[config.mk]
export PLATFORM = sky130hd
export DESIGN_NAME = video_pattern_gen_flat
export DESIGN_NICKNAME = d
export VERILOG_FILES = /design/src/rtl/video_pattern_gen_if.sv /design/src/rtl/video_pattern_gen.sv /design/src/flat_wrapper.sv
export SDC_FILE = /design/constraint.sdc
export NUM_CORES = 1
export LEC_CHECK = 0
export CAP_MARGIN = 10
export CORE_ASPECT_RATIO = 0.75
export CORE_MARGIN = 2
export CORE_UTILIZATION = 30
export CTS_BUF_LIST = sky130_fd_sc_hd__clkbuf_2 sky130_fd_sc_hd__clkbuf_4 sky130_fd_sc_hd__clkbuf_8
export DETAILED_ROUTE_END_ITERATION = 16
export SETUP_SLACK_MARGIN = 0.15
export SYNTH_ARGS = -nofsm -noshare
export SYNTH_HDL_FRONTEND = slang
export SYNTH_SLANG_ARGS = --single-unit
[constraint.sdc]
create_clock -name pixclk -period 5.05 [get_ports pixclk]
set_input_delay 1.01 -clock pixclk [delete_from_list [all_inputs] [get_ports pixclk]]
set_output_delay 1.01 -clock pixclk [all_outputs]
set_load 0.005 [all_outputs]
[src/rtl/video_pattern_gen_if.sv]
// Pixel-domain bundle between the pattern generator and its consumer:
// mode control flows into the generator, timed RGB video flows out.
interface video_pattern_gen_if #(
  parameter int CW = 8,
  parameter int XW = 12
);
  logic [1:0]      mode_in;
  logic            mode_apply;
  logic [3*CW-1:0] solid_rgb;
  logic [CW-1:0]   R_data;
  logic [CW-1:0]   G_data;
  logic [CW-1:0]   B_data;
  logic            VDE;
  logic            hsync;
  logic            vsync;
  logic [XW-1:0]   x;
  logic [XW-1:0]   y;
  logic            frame_start;
  logic [7:0]      frame_cnt;

  // The generator sources the video stream and consumes the mode controls.
  modport master (
    input  mode_in, mode_apply, solid_rgb,
    output R_data, G_data, B_data, VDE, hsync, vsync, x, y, frame_start, frame_cnt
  );

  modport slave (
    output mode_in, mode_apply, solid_rgb,
    input  R_data, G_data, B_data, VDE, hsync, vsync, x, y, frame_start, frame_cnt
  );
endinterface

[src/rtl/video_pattern_gen.sv]
// HDMI video source: raster timing generator plus a frame-synchronous RGB
// pattern engine. All outputs are registered one cycle behind the counters.
module video_pattern_gen #(
  parameter int H_ACTIVE   = 640,
  parameter int H_FP       = 16,
  parameter int H_SYNC     = 96,
  parameter int H_BP       = 48,
  parameter int V_ACTIVE   = 480,
  parameter int V_FP       = 10,
  parameter int V_SYNC     = 2,
  parameter int V_BP       = 33,
  parameter int CW         = 8,
  parameter int CHECK_LOG2 = 5,
  parameter int SYNC_POL   = 0,
  parameter int XW         = 12
) (
  input  logic               pixclk,
  input  logic               rst,
  video_pattern_gen_if.master vid
);

  localparam int H_TOTAL = H_ACTIVE + H_FP + H_SYNC + H_BP;
  localparam int V_TOTAL = V_ACTIVE + V_FP + V_SYNC + V_BP;
  localparam int HCW     = $clog2(H_TOTAL);
  localparam int VCW     = $clog2(V_TOTAL);
  localparam int BW      = H_ACTIVE / 8;
  localparam int BWW     = (BW > 1) ? $clog2(BW) : 1;
  localparam int BAR_W   = 2 ** CHECK_LOG2;

  localparam logic [HCW-1:0] H_LAST   = HCW'(H_TOTAL - 1);
  localparam logic [VCW-1:0] V_LAST   = VCW'(V_TOTAL - 1);
  localparam logic [HCW-1:0] POS_LAST = HCW'(H_ACTIVE - 1);
  localparam logic [BWW-1:0] BW_LOAD  = BWW'(BW - 1);
  localparam logic           SYNC_ON  = 1'(SYNC_POL);
  localparam logic           SYNC_OFF = ~SYNC_ON;

  logic [HCW-1:0]  r_h_cnt;
  logic [VCW-1:0]  r_v_cnt;
  logic [BWW-1:0]  r_bw_cnt;
  logic [2:0]      r_bar_idx;
  logic            r_bars_done;
  logic [HCW-1:0]  r_bar_pos;
  logic [1:0]      r_pending_mode;
  logic [1:0]      r_active_mode;
  logic [7:0]      r_frame_cnt;
  logic [CW-1:0]   r_r_data;
  logic [CW-1:0]   r_g_data;
  logic [CW-1:0]   r_b_data;
  logic            r_vde;
  logic            r_hsync;
  logic            r_vsync;
  logic [XW-1:0]   r_x;
  logic [XW-1:0]   r_y;
  logic            r_frame_start;

  logic            w_h_last;
  logic            w_v_last;
  logic            w_boundary;
  logic [31:0]     w_h32;
  logic [31:0]     w_v32;
  logic [31:0]     w_pos32;
  logic            w_vde;
  logic            w_hs_act;
  logic            w_vs_act;
  logic            w_in_bar;
  logic [2:0]      w_bar_rgb;
  logic [3*CW-1:0] w_rgb;

  // Bar index -> {R,G,B} on/off: white, yellow, cyan, green, magenta, red, blue, black.
  function automatic logic [2:0] bar_colour(input logic [2:0] idx);
    logic [2:0] c;
    case (idx)
      3'd0:    c = 3'b111;
      3'd1:    c = 3'b110;
      3'd2:    c = 3'b011;
      3'd3:    c = 3'b010;
      3'd4:    c = 3'b101;
      3'd5:    c = 3'b100;
      3'd6:    c = 3'b001;
      3'd7:    c = 3'b000;
      default: c = 3'b000;
    endcase
    return c;
  endfunction

  assign w_h_last   = (r_h_cnt == H_LAST);
  assign w_v_last   = (r_v_cnt == V_LAST);
  assign w_boundary = w_h_last && w_v_last;
  assign w_h32      = 32'(r_h_cnt);
  assign w_v32      = 32'(r_v_cnt);
  assign w_pos32    = 32'(r_bar_pos);
  assign w_vde      = (w_h32 < 32'(H_ACTIVE)) && (w_v32 < 32'(V_ACTIVE));
  assign w_hs_act   = (w_h32 >= 32'(H_ACTIVE + H_FP)) && (w_h32 < 32'(H_ACTIVE + H_FP + H_SYNC));
  assign w_vs_act   = (w_v32 >= 32'(V_ACTIVE + V_FP)) && (w_v32 < 32'(V_ACTIVE + V_FP + V_SYNC));
  assign w_in_bar   = (w_h32 >= w_pos32) && (w_h32 < (w_pos32 + 32'(BAR_W)));
  assign w_bar_rgb  = bar_colour(r_bar_idx);

  // Raster position counters.
  always_ff @(posedge pixclk or posedge rst) begin
    if (rst) begin
      r_h_cnt <= {HCW{1'b0}};
      r_v_cnt <= {VCW{1'b0}};
    end else if (w_h_last) begin
      r_h_cnt <= {HCW{1'b0}};
      r_v_cnt <= w_v_last ? {VCW{1'b0}} : (r_v_cnt + VCW'(1));
    end else begin
      r_h_cnt <= r_h_cnt + HCW'(1);
    end
  end

  // Colour-bar tracker: width down-counter and bar index, reloaded as the line restarts.
  always_ff @(posedge pixclk or posedge rst) begin
    if (rst) begin
      r_bw_cnt    <= BW_LOAD;
      r_bar_idx   <= 3'd0;
      r_bars_done <= 1'b0;
    end else if (w_h_last) begin
      r_bw_cnt    <= BW_LOAD;
      r_bar_idx   <= 3'd0;
      r_bars_done <= 1'b0;
    end else if (r_bw_cnt == {BWW{1'b0}}) begin
      r_bw_cnt <= BW_LOAD;
      if (r_bar_idx == 3'd7) begin
        r_bars_done <= 1'b1;
      end else begin
        r_bar_idx <= r_bar_idx + 3'd1;
      end
    end else begin
      r_bw_cnt <= r_bw_cnt - BWW'(1);
    end
  end

  // Mode requests are parked in pending_mode; the active mode only moves at the frame boundary.
  always_ff @(posedge pixclk or posedge rst) begin
    if (rst) begin
      r_pending_mode <= 2'd0;
      r_active_mode  <= 2'd0;
    end else begin
      if (vid.mode_apply) begin
        r_pending_mode <= vid.mode_in;
      end
      if (w_boundary) begin
        r_active_mode <= vid.mode_apply ? vid.mode_in : r_pending_mode;
      end
    end
  end

  // Per-frame state: completed-frame count and moving-bar position.
  always_ff @(posedge pixclk or posedge rst) begin
    if (rst) begin
      r_frame_cnt <= 8'd0;
      r_bar_pos   <= {HCW{1'b0}};
    end else if (w_boundary) begin
      r_frame_cnt <= r_frame_cnt + 8'd1;
      r_bar_pos   <= (r_bar_pos == POS_LAST) ? {HCW{1'b0}} : (r_bar_pos + HCW'(1));
    end
  end

  // Pattern selection for the current raster position; blanking is forced to black.
  always_comb begin
    w_rgb = {(3*CW){1'b0}};
    if (w_vde) begin
      case (r_active_mode)
        2'd0: w_rgb = vid.solid_rgb;
        2'd1: begin
          if (r_bars_done) begin
            w_rgb = {(3*CW){1'b0}};
          end else begin
            w_rgb = {{CW{w_bar_rgb[2]}}, {CW{w_bar_rgb[1]}}, {CW{w_bar_rgb[0]}}};
          end
        end
        2'd2: begin
          if (w_h32[CHECK_LOG2] ^ w_v32[CHECK_LOG2]) begin
            w_rgb = {(3*CW){1'b1}};
          end else begin
            w_rgb = {(3*CW){1'b0}};
          end
        end
        2'd3: begin
          if (w_in_bar) begin
            w_rgb = {(3*CW){1'b1}};
          end else begin
            w_rgb = vid.solid_rgb;
          end
        end
        default: w_rgb = {(3*CW){1'b0}};
      endcase
    end else begin
      w_rgb = {(3*CW){1'b0}};
    end
  end

  // Output register stage keeps video, syncs and coordinates mutually aligned.
  always_ff @(posedge pixclk or posedge rst) begin
    if (rst) begin
      r_r_data      <= {CW{1'b0}};
      r_g_data      <= {CW{1'b0}};
      r_b_data      <= {CW{1'b0}};
      r_vde         <= 1'b0;
      r_hsync       <= SYNC_OFF;
      r_vsync       <= SYNC_OFF;
      r_x           <= {XW{1'b0}};
      r_y           <= {XW{1'b0}};
      r_frame_start <= 1'b0;
    end else begin
      r_r_data      <= w_rgb[3*CW-1:2*CW];
      r_g_data      <= w_rgb[2*CW-1:CW];
      r_b_data      <= w_rgb[CW-1:0];
      r_vde         <= w_vde;
      r_hsync       <= w_hs_act ? SYNC_ON : SYNC_OFF;
      r_vsync       <= w_vs_act ? SYNC_ON : SYNC_OFF;
      r_x           <= XW'(r_h_cnt);
      r_y           <= XW'(r_v_cnt);
      r_frame_start <= (r_h_cnt == {HCW{1'b0}}) && (r_v_cnt == {VCW{1'b0}});
    end
  end

  assign vid.R_data      = r_r_data;
  assign vid.G_data      = r_g_data;
  assign vid.B_data      = r_b_data;
  assign vid.VDE         = r_vde;
  assign vid.hsync       = r_hsync;
  assign vid.vsync       = r_vsync;
  assign vid.x           = r_x;
  assign vid.y           = r_y;
  assign vid.frame_start = r_frame_start;
  assign vid.frame_cnt   = r_frame_cnt;

endmodule
[src/flat_wrapper.sv]
// flat-port wrapper written by rule: the top's interface ports become plain ports
module video_pattern_gen_flat 
#(
  parameter int H_ACTIVE   = 640,
  parameter int H_FP       = 16,
  parameter int H_SYNC     = 96,
  parameter int H_BP       = 48,
  parameter int V_ACTIVE   = 480,
  parameter int V_FP       = 10,
  parameter int V_SYNC     = 2,
  parameter int V_BP       = 33,
  parameter int CW         = 8,
  parameter int CHECK_LOG2 = 5,
  parameter int SYNC_POL   = 0,
  parameter int XW         = 12
)
  (pixclk, rst, vid_mode_in, vid_mode_apply, vid_solid_rgb, vid_R_data, vid_G_data, vid_B_data, vid_VDE, vid_hsync, vid_vsync, vid_x, vid_y, vid_frame_start, vid_frame_cnt);
  video_pattern_gen_if #(.CW(CW), .XW(XW)) vid_i ();
  input  logic pixclk;
  input  logic rst;
  input wire logic [$bits(vid_i.mode_in)-1:0] vid_mode_in;
  input wire logic [$bits(vid_i.mode_apply)-1:0] vid_mode_apply;
  input wire logic [$bits(vid_i.solid_rgb)-1:0] vid_solid_rgb;
  output wire logic [$bits(vid_i.R_data)-1:0] vid_R_data;
  output wire logic [$bits(vid_i.G_data)-1:0] vid_G_data;
  output wire logic [$bits(vid_i.B_data)-1:0] vid_B_data;
  output wire logic [$bits(vid_i.VDE)-1:0] vid_VDE;
  output wire logic [$bits(vid_i.hsync)-1:0] vid_hsync;
  output wire logic [$bits(vid_i.vsync)-1:0] vid_vsync;
  output wire logic [$bits(vid_i.x)-1:0] vid_x;
  output wire logic [$bits(vid_i.y)-1:0] vid_y;
  output wire logic [$bits(vid_i.frame_start)-1:0] vid_frame_start;
  output wire logic [$bits(vid_i.frame_cnt)-1:0] vid_frame_cnt;
  assign vid_i.mode_in = vid_mode_in;
  assign vid_i.mode_apply = vid_mode_apply;
  assign vid_i.solid_rgb = vid_solid_rgb;
  assign vid_R_data = vid_i.R_data;
  assign vid_G_data = vid_i.G_data;
  assign vid_B_data = vid_i.B_data;
  assign vid_VDE = vid_i.VDE;
  assign vid_hsync = vid_i.hsync;
  assign vid_vsync = vid_i.vsync;
  assign vid_x = vid_i.x;
  assign vid_y = vid_i.y;
  assign vid_frame_start = vid_i.frame_start;
  assign vid_frame_cnt = vid_i.frame_cnt;
  video_pattern_gen #(.H_ACTIVE(H_ACTIVE), .H_FP(H_FP), .H_SYNC(H_SYNC), .H_BP(H_BP), .V_ACTIVE(V_ACTIVE), .V_FP(V_FP), .V_SYNC(V_SYNC), .V_BP(V_BP), .CW(CW), .CHECK_LOG2(CHECK_LOG2), .SYNC_POL(SYNC_POL), .XW(XW)) u_core (.pixclk(pixclk), .rst(rst), .vid(vid_i));
endmodule
== After elaboration in Yosys (flattened, before gate mapping) ==
Memory sizes are Yosys's and may differ from the RTL's.
Cells that the tools add are included.
Word-level totals
  bits in read-only memories: 24
  input port bits: 29
  flip-flop bits (word level): 101
  output and inout port bits: 60
  logic and storage cells: 76
  memories kept: 1
Operators by class
  $add $sub $neg: 7
  bitwise gates (word level): 1
  reduce and logical (&&, ||, !) cells: 14
  mux-type cells: 19
  $lt $le $gt $ge: 8
  eq/ne operators: 8
Memory list
  (no name shown): words 8, width 3, rd ports 1, clocked after memory_dff 0, write ports 0, RTL line video_pattern_gen.sv:72  | case (idx)
Operators by type and width (number)
  24-bit 2-to-1 mux: 4
  24-bit case mux with 4 select lines: 1
  10-bit by 32-bit less-than comparator with 1-bit output: 1
  10-bit by 1-bit adder with 10-bit output (second input constant): 3
  10-bit equality test (second input constant): 3
  10-bit 2-to-1 mux: 3
  10-bit zero test: 2
  10-bit less-than comparator (second input constant): 2
  10-bit by 9-bit less-than comparator with 1-bit output (second input constant): 2
  7-bit 2-to-1 mux: 2
  10-bit by 6-bit adder with 11-bit output (second input constant): 1
  10-bit greater-or-equal comparator: 1
  10-bit greater-or-equal comparator (second input constant): 1
  10-bit by 9-bit greater-or-equal comparator with 1-bit output (second input constant): 1
  3-bit 2-to-1 mux: 3
  8-bit by 1-bit adder with 8-bit output (second input constant): 1
  7-bit zero test: 1
  7-bit by 1-bit subtractor with 7-bit output (second input constant): 1
  1-bit logical AND: 6
  1-bit 2-to-1 mux: 5
  2-bit equality test (second input constant): 2
  2-bit AND reduction: 2
  2-bit nonzero test: 2
  3-bit by 1-bit adder with 3-bit output (second input constant): 1
  other kinds (6): 6

== Longest topological paths before layout ==
Gate-level depths: netlist of the first run.
  depth in word-level cells: 6
  depth in mapped cells: 10
  mapped depth without buffers: 9

== Worst setup path before layout of the first run ==
OpenSTA, ideal clock, no wires.
  kind: reg-to-reg
  from: reg u_core.r_bar_pos[6]
  to: reg u_core.r_g_data[5], in the netlist u_core.vid.G_data[5]
  setup time: 0.137 ns
  setup slack: 2.716 ns
  required time: 4.913 ns
  arrival time: 2.197 ns
  stages on the path, launching flop included: 11
  path through: dfrtp_1 > ha_1 > nand3_1 > xnor2_1 > ha_1 > nand3_1 > nor3_1 > nand2_1 > o2111ai_1 > clkbuf_1 > a21oi_1
Between the ends
  word-level cells in the longest chain between the ends: 6
  elaborated cells on any way between the ends: 7
  classes of those cells: add/sub: 1; order compare: 2; mux: 3; reduce/logical: 1
RTL lines
  from (decl): RTL line video_pattern_gen.sv:42  | logic [HCW-1:0] r_bar_pos;
  from (signal assigned): RTL line video_pattern_gen.sv:152  | r_bar_pos <= {HCW{1'b0}};
  from (signal assigned): RTL line video_pattern_gen.sv:155  | r_bar_pos <= (r_bar_pos == POS_LAST) ? {HCW{1'b0}} : (r_bar_pos + HCW'(1));
  10-bit by 6-bit adder with 11-bit output: RTL line video_pattern_gen.sv:95  | assign w_in_bar = (w_h32 >= w_pos32) && (w_h32 < (w_pos32 + 32'(BAR_W)));
  10-bit by 32-bit less-than comparator with 1-bit output: RTL line video_pattern_gen.sv:95
  1-bit logical AND (*): RTL line video_pattern_gen.sv:95
  24-bit 2-to-1 mux (*): RTL line video_pattern_gen.sv:180  | if (w_in_bar) begin
  24-bit case mux with 4 select lines (*): RTL line video_pattern_gen.sv:163  | case (r_active_mode)
  24-bit 2-to-1 mux (*): RTL line video_pattern_gen.sv:162  | if (w_vde) begin
  net u_core.w_rgb[13]: RTL line video_pattern_gen.sv:67  | logic [3*CW-1:0] w_rgb;
  to (signal assigned): RTL line video_pattern_gen.sv:197  | r_g_data <= {CW{1'b0}};
  to (signal assigned): RTL line video_pattern_gen.sv:207  | r_g_data <= w_rgb[2*CW-1:CW];
  to (decl): RTL line video_pattern_gen.sv:47  | logic [CW-1:0] r_g_data;
The timed path passes the listed nets; every way through them passes the cells marked *.
A chain may end at the register's enable or synchronous reset.

== Worst setup path after layout of the first run ==
  from: reg u_core.r_bar_pos[5]
  to: reg u_core.r_b_data[7], in the netlist u_core.vid.B_data[7]
Between the ends
  word-level cells in the longest chain between the ends: 6
  elaborated cells on any way between the ends: 7
  classes of those cells: add/sub: 1; order compare: 2; mux: 3; reduce/logical: 1
RTL lines
  10-bit by 6-bit adder with 11-bit output: RTL line video_pattern_gen.sv:95
  10-bit by 32-bit less-than comparator with 1-bit output: RTL line video_pattern_gen.sv:95
  1-bit logical AND (*): RTL line video_pattern_gen.sv:95
  24-bit 2-to-1 mux (*): RTL line video_pattern_gen.sv:180
  24-bit case mux with 4 select lines (*): RTL line video_pattern_gen.sv:163
  24-bit 2-to-1 mux (*): RTL line video_pattern_gen.sv:162
  net u_core.w_rgb[7]: RTL line video_pattern_gen.sv:67
  to (signal assigned): RTL line video_pattern_gen.sv:198  | r_b_data <= {CW{1'b0}};
  to (signal assigned): RTL line video_pattern_gen.sv:208  | r_b_data <= w_rgb[CW-1:0];
  to (decl): RTL line video_pattern_gen.sv:48  | logic [CW-1:0] r_b_data;
Marked as above.

==> results of run 1 <==
final timing paths:
check / from / end / cells after the start
hold / removal: u_core.r_bw_cnt[0] / u_core.r_bw_cnt[0] / 1
min in group asynchronous: rst / u_core.vid.y[4] / 2
hold reg to reg: u_core.r_bw_cnt[0] / u_core.r_bw_cnt[0] / 1
setup reg to reg: u_core.r_bar_pos[5] / u_core.vid.B_data[7] / 8
setup / recovery: u_core.r_bar_pos[5] / u_core.vid.B_data[7] / 8
max in group asynchronous: rst / u_core.r_bw_cnt[3] / 3
cells by family (layout without fill, tap and decap cells):
logic type,count (synthesis),in the layout,synth area share
flops,101,101,0.527
xor+xnor,35,35,0.0637
buf+inv,40,123,0.0424
simple gates,158,158,0.178
mux,5,5,0.0112
compound gates,93,93,0.110
fa+ha+maj,26,26,0.0676
other cells,1,4,0.000779
registers in the layout (all words and copies together) (netlist names), 3 cells and up:
register and flops:
u_core.r_bar_idx 3, u_core.r_bar_pos 10, u_core.r_bw_cnt 7, u_core.r_h_cnt 10, u_core.r_v_cnt 10, u_core.vid.B_data 8
u_core.vid.G_data 8, u_core.vid.R_data 8, u_core.vid.frame_cnt 8, u_core.vid.x 10, u_core.vid.y 10
layout by cell type (no fill, tap or decap), types with 2 or more instances in the layout:
cell type	count
nand4_1	13
nand3_1	17
and3_2	4
nor3_2	2
nand2b_1	2
dfrtp_1	94
o21ai_1	5
nor3_1	11
clkbuf_8	9
mux2_2	2
clkdlybuf4s50_1	84
and3_1	4
ha_1	26
dfstp_2	7
inv_1	21
mux2i_1	2
xor2_1	12
a211oi_1	8
a21oi_1	40
o21ai_0	28
conb_1	4
nor2_1	41
xnor2_1	23
clkinv_2	2
nor4_1	5
nor2_2	2
and4b_1	2
or3_1	2
bufinv_16	3
nand2_1	36
o31ai_1	3
stage by stage:
stage	setup WS (ns)	power (mW)	hold WS [ns]	instance area [sq um]
final	2.06	1.51	0.458	6060
after global routing	1.84	1.57	0.488	6060
after floorplan	1.40	0.867	0.374	4830
after CTS	2.09	1.53	0.466	6060
after global placement	2.31	0.915	0.436	5820
after detailed placement	2.12	0.917	0.443	5820
worst max-delay path: stages (launching register included):
cell	delay [ns]
dfrtp_1	0.46
ha_1	0.30
xnor2_1	0.16
ha_1	0.32
and4b_1	0.20
o211a_1	0.20
o21ai_1	0.18
o2111ai_2	0.61
a211oi_1	0.45
report_power, final:
part / internal [mW] / total, mW / leakage (nW) / switching, mW
Clock: 0.335 / 0.611 / 0.124 / 0.276
Combinational: 0.0438 / 0.0771 / 1.19 / 0.0333
Sequential: 0.820 / 0.823 / 1.28 / 0.00343
Total: 1.20 / 1.51 / 2.59 / 0.313
area by class of cell:
class / instances / area share
flip-flops and latches: 101 / 0.418
inverters: 22 / 0.0140
well taps: 210 / 0.0433
clock inverters: 6 / 0.0179
repair buffers: 85 / 0.140
clock buffers: 10 / 0.0217
multi-input cells: 321 / 0.345
routing by layer:
metal,share of wire,track usage
met5,0,0
met4,0.011,0.0340
met1,0.50,0.194
met2,0.43,0.200
met3,0.057,0.0360
==> results by group, run 1 <==
CTS
  – Later-pin clock latency in the skew report: roughly 0.37 ns
  – H-tree depth: 3
  – CTS resizes: 0
  – CTS tree: yes
  – Cts-stage hold buffer count: 0
  – Clock sinks: approximately 100
  – Num CTS Buffers: 9
  – Root Buffer: clkbuf_8
  – Clock-pin slew on the worst setup and hold paths: around 0.09 ns
  – CTS max path bufs: 2
  – Post-CTS Setup Bufs: 0

Logic synthesis
  – Post-Syn Area: roughly 0.0048 sq mm
  – Synth cell types: just under 60
  – Seq/Total Area, Yosys: 0.527
  – Ys flop type: dfrtp_1
  – Async SR Flop Fraction: 1.00
  – Number of synthesized register bits: 101
  – Synth area leaders: dfrtp_1 49%, ha_1 6.8%, xnor2_1 4.2%
  – Leading area contributor after synthesis: dfrtp_1
  – Yosys Warn Count: 0
  – Synth Instances: around 460
  – Avg Cell Area, Syn: between 10 and 15 sq um
  – Count leader, synth: dfrtp_1
  – Post-synth EDFFs: 0
  – Post-synth top area share: 0.489
  – Most frequent cells after synthesis: 94 x dfrtp_1, 41 x nor2_1, 40 x a21oi_1

STA
  – Relative slew slack: 0.244
  – Slew Viols, Final: 0
  – Worst Clk Skew: slightly above 0.009 ns
  – Worst-margin pin slew: between 1 and 1.5 ns
  – Finish-stage setup viols: 0
  – Setup TNS: 0 ns
  – Fmax: 334 MHz
  – Final hold violations: 0
  – RSZ-0062 raised after global routing: no
  – Tmin final: between 2 and 3 ns
  – Crit share post-route: 0.593

Drt
  – DRT iter0 DRCs: 253
  – Vias: around 3,600
  – WL per Instance: 14.3 um
  – Via-to-Cell Ratio: roughly 4.8
  – DRT antenna net count: 0
  – # DRC: 0
  – WL final: 10.8 mm
  – Drt first pass iters: 5

Setup path
  – Crit path capture type: flop
  – Critical Path RT: 5.31 ns
  – CP arrival: 3.25 ns
  – Startpoint types: flop
  – WS Path Type: reg -> reg
  – Critical path peak fanout: 24
  – Reg2Reg Setup Slack: slightly above 2 ns

Placement
  – DP Cell Count: 739
  – Port Buffers: 84
  – RD Place Congestion: ~0.85
  – Post-DP HPWL: slightly below 8 mm

Layout
  – Utilization after layout: 0.382
  – Fraction of layout cells with a size suffix above 1: 0.0826
  – Antenna Cells: 0
  – Non-Filler Instances: between 700 and 800
  – Multi-input gate area: between 0.002 and 0.0025 sq mm
  – Syn-to-layout area delta: 26.0%
  – Fin nets: around 600
  – Storage element area: 0.00254 sq mm
  – Number of fill cells: around 1,600

Power
  – Pwr dens: around 250 mW/mm^2
  – VDD IR max: approximately 0.12 mV
  – Static Leak: between 2 and 3 nW

Global routing
  – Largest net degree at the start of global routing: around 80
  – Number of global-route vias before repair: between 3,000 and 4,000
  – GRT Total Usage: 0.134
  – First-pass GRT wire length: roughly 18 mm
  – Remaining global-route overflow: 0
  – Initial antenna violation count: 0

Hold path
  – Tightest Hold Check Type: reg -> reg

Floorplan
  – Rows: 40
  – Die area: between 0.015 and 0.02 sq mm
  – Die X: ~150 um
  – Core area: around 0.016 sq mm
  – Starting density of the core: 0.303
  – Die Height: between 100 and 150 um
  – Ports: 89

Run status
  – Outcome: complete, no violations

Job
  – Max Cap Viol: 0
(Power assumes the default switching activity.)
==> inputs of run 2 (changes only) <==
clock period = 2.6 ns   (was 5.05 ns; I/O delays follow)
==> results by group, run 2 (same netlist as run 1, synthesis figures left out) <==
CTS
  – Clock sinks: 101 (unchanged)
  – Cts-stage hold buffer count: 0 (unchanged)
  – Root Buffer: clkbuf_8
  – Num CTS Buffers: 9 (unchanged)
  – CTS tree: yes
  – H-tree depth: 3 (unchanged)
  – Clock-pin slew on the worst setup and hold paths: 0.10 ns (about the same)
  – CTS max path bufs: 2 (unchanged)
  – Later-pin clock latency in the skew report: 0.36 ns (about the same)

Global routing
  – Initial antenna violation count: 0 (unchanged)
  – Number of global-route vias before repair: 3,660 (+1.9%)
  – First-pass GRT wire length: 18.1 mm (-0.99%)
  – Largest net degree at the start of global routing: 37 (-53%)
  – Remaining global-route overflow: 0 (unchanged)
  – GRT Total Usage: 0.134 (about the same)

Power
  – Comb power frac: 0.054 (+0.003)
  – VDD IR max: 0.259 mV (+120%)
  – Flop pwr share: 0.543 (-0.002)
  – Pwr dens: 465 mW/mm^2 (+87%)
  – Clock share of power: 0.403 (about the same)
  – Net Sw Frac: 0.202 (-0.00528)
  – Int Power: 2.35 mW (+96%)
  – Static Leak: 2.70 nW (+4.5%)
  – Sw power: 0.594 mW (+90%)

STA
  – Worst-margin pin slew: 0.681 ns (-0.453 ns)
  – Finish-stage setup viols: 0 (unchanged)
  – Fmax: 422 MHz (+26%)
  – Worst Clk Skew: 0.0122 ns (+0.00291 ns)
  – Tmin final: 2.37 ns (-0.626 ns)
  – Relative slew slack: 0.542 (+0.298)
  – Slew Viols, Final: 0 (unchanged)
  – Setup TNS: 0 ns (unchanged)
  – RSZ-0062 raised after global routing: no
  – Crit share post-route: 0.911 (+0.318)
  – Final hold violations: 0 (unchanged)

Drt
  – Drt first pass iters: 5 (unchanged)
  – DRT antenna net count: 0 (unchanged)
  – WL per Instance: 14.6 um (+2.1%)
  – Vias: 3,681 (+1.9%)
  – DRT iter0 DRCs: 223 (-12%)
  – Via-to-Cell Ratio: 4.78 (about the same)
  – # DRC: 0 (unchanged)
  – WL final: 11.2 mm (+4.1%)

Setup path
  – CP arrival: 2.64 ns (-0.61 ns)
  – Critical Path RT: 2.87 ns (-2.44 ns)
  – Worst path top cell family by delay: compound AO/OA/AOI/OAI gates
  – Slowest CP cell: dfrtp_2
  – CP Cell Sequence: ha_4 -> nand3_1 -> xnor2_1 -> ha_1 -> a21oi_1 -> o21ai_0 -> o21ai_2 -> o2111ai_4 -> clkbuf_16 -> a211oi_2
  – WS Path Type: reg -> reg
  – CP peak stage delay: 0.44 ns (-0.17 ns)
  – Critical path peak fanout: 6 (-75%)
  – Startpoint types: flop
  – Crit path capture type: flop
  – Buf+Inv Stages, Crit Path: 1 (+1)

Hold path
  – Tightest Hold Check Type: reg -> reg

Run status
  – Outcome: complete, no violations

Layout
  – Most frequent cells in the layout: 91 x dfrtp_1, 84 x clkdlybuf4s50_1, 41 x nor2_1, 40 x a21oi_1, 36 x nand2_1
  – Fraction of layout cells with a size suffix above 1: 0.129 (+0.0460)
  – Syn-to-layout area delta: 31.5%
  – Most common cell after layout, fill and taps aside: dfrtp_1
  – Utilization after layout: 0.399 (+0.0167)
  – Fin nets: 611 (+2.7%)
  – Storage element area: 0.00254 sq mm (+0.15%)
  – Antenna Cells: 0 (unchanged)
  – Multi-input gate area: 0.00215 sq mm (+3.0%)
  – Number of fill cells: 1,496 (-4.6%)

Placement
  – Post-DP HPWL: 8.05 mm (+3.6%)
  – Port Buffers: 84 (unchanged)
  – RD Place Congestion: 0.924 (+8.7%)

Floorplan
  – Starting density of the core: 0.303 (unchanged)
  – Ports: 89 (unchanged)
  – Die Height: 114 um (unchanged)
  – Rows: 40 (unchanged)
  – Core area: 0.0159 sq mm (unchanged)
  – Die X: 150 um (unchanged)
  – Die area: 0.0171 sq mm (unchanged)

Job
  – Max Cap Viol: 0 (unchanged)
==> run 2: path summary, 6_finish.rpt <==
kind                                startpoint                    to  slack, ns  cells past startpoint
setup / recovery           u_core.r_bar_pos[5]  u_core.vid.B_data[7]       0.23                     10
min in group asynchronous                  rst       u_core.vid.x[1]       0.53                      2
max in group asynchronous                  rst    u_core.r_bw_cnt[3]       1.48                      3
hold / removal              u_core.r_bw_cnt[0]    u_core.r_bw_cnt[0]       0.46                      1
setup reg to reg           u_core.r_bar_pos[5]  u_core.vid.B_data[7]       0.23                     10
hold reg to reg             u_core.r_bw_cnt[0]    u_core.r_bw_cnt[0]       0.46                      1
==> run 2: metal layers <==
layer | part of all wire | track usage
met1 | 0.49 | 0.190
met2 | 0.45 | 0.204
met3 | 0.059 | 0.0336
met4 | 0.0070 | 0.0390
met5 | 0 | 0
==> run 2: layout make-up <==
class                      count  share of cell area
tap                          210              0.0415
multi-input combinational    321               0.340
sequential                   101               0.401
inverter                      22              0.0136
clock buffer                  10              0.0217
clock inverter                 5              0.0170
timing repair buffer         101               0.164
==> run 2: power groups by stage <==
stage          logic [mW]  clock network (mW)  registers [mW]
5_1_grt             0.176                1.30            1.60
3_5_place_dp        0.159                   0            1.63
3_3_place_gp        0.156                   0            1.63
2_1_floorplan      0.0527                   0            1.63
4_1_cts             0.160                1.23            1.60
6_report            0.160                1.19            1.60
==> run 2: what timing repair did <==
| item | in CTS | in global routing |
|---|---|---|
| pin swaps | 0 | 1 |
| resized for setup | 2 | 15 |
| cloned | 0 | 2 |
| endpoints found under the setup margin | 8 | 24 |
| setup buffers | 0 | 5 |
==> run 2: metrics by stage <==
| stage | setup slack [ns] | hold WS [ns] | instance area, sq um | power (mW) | std cells |
|---|---|---|---|---|---|
| detailed placement | 0.112 | 0.434 | 5920 | 1.79 | 748 |
| global placement | 0.244 | 0.437 | 5920 | 1.79 | 748 |
| global route | 0.158 | 0.481 | 6330 | 3.08 | 770 |
| finish | 0.232 | 0.456 | 6330 | 2.94 | 770 |
| CTS | 0.170 | 0.459 | 6170 | 2.99 | 763 |
| floorplan | 0.266 | 0.374 | 4830 | 1.68 | 462 |
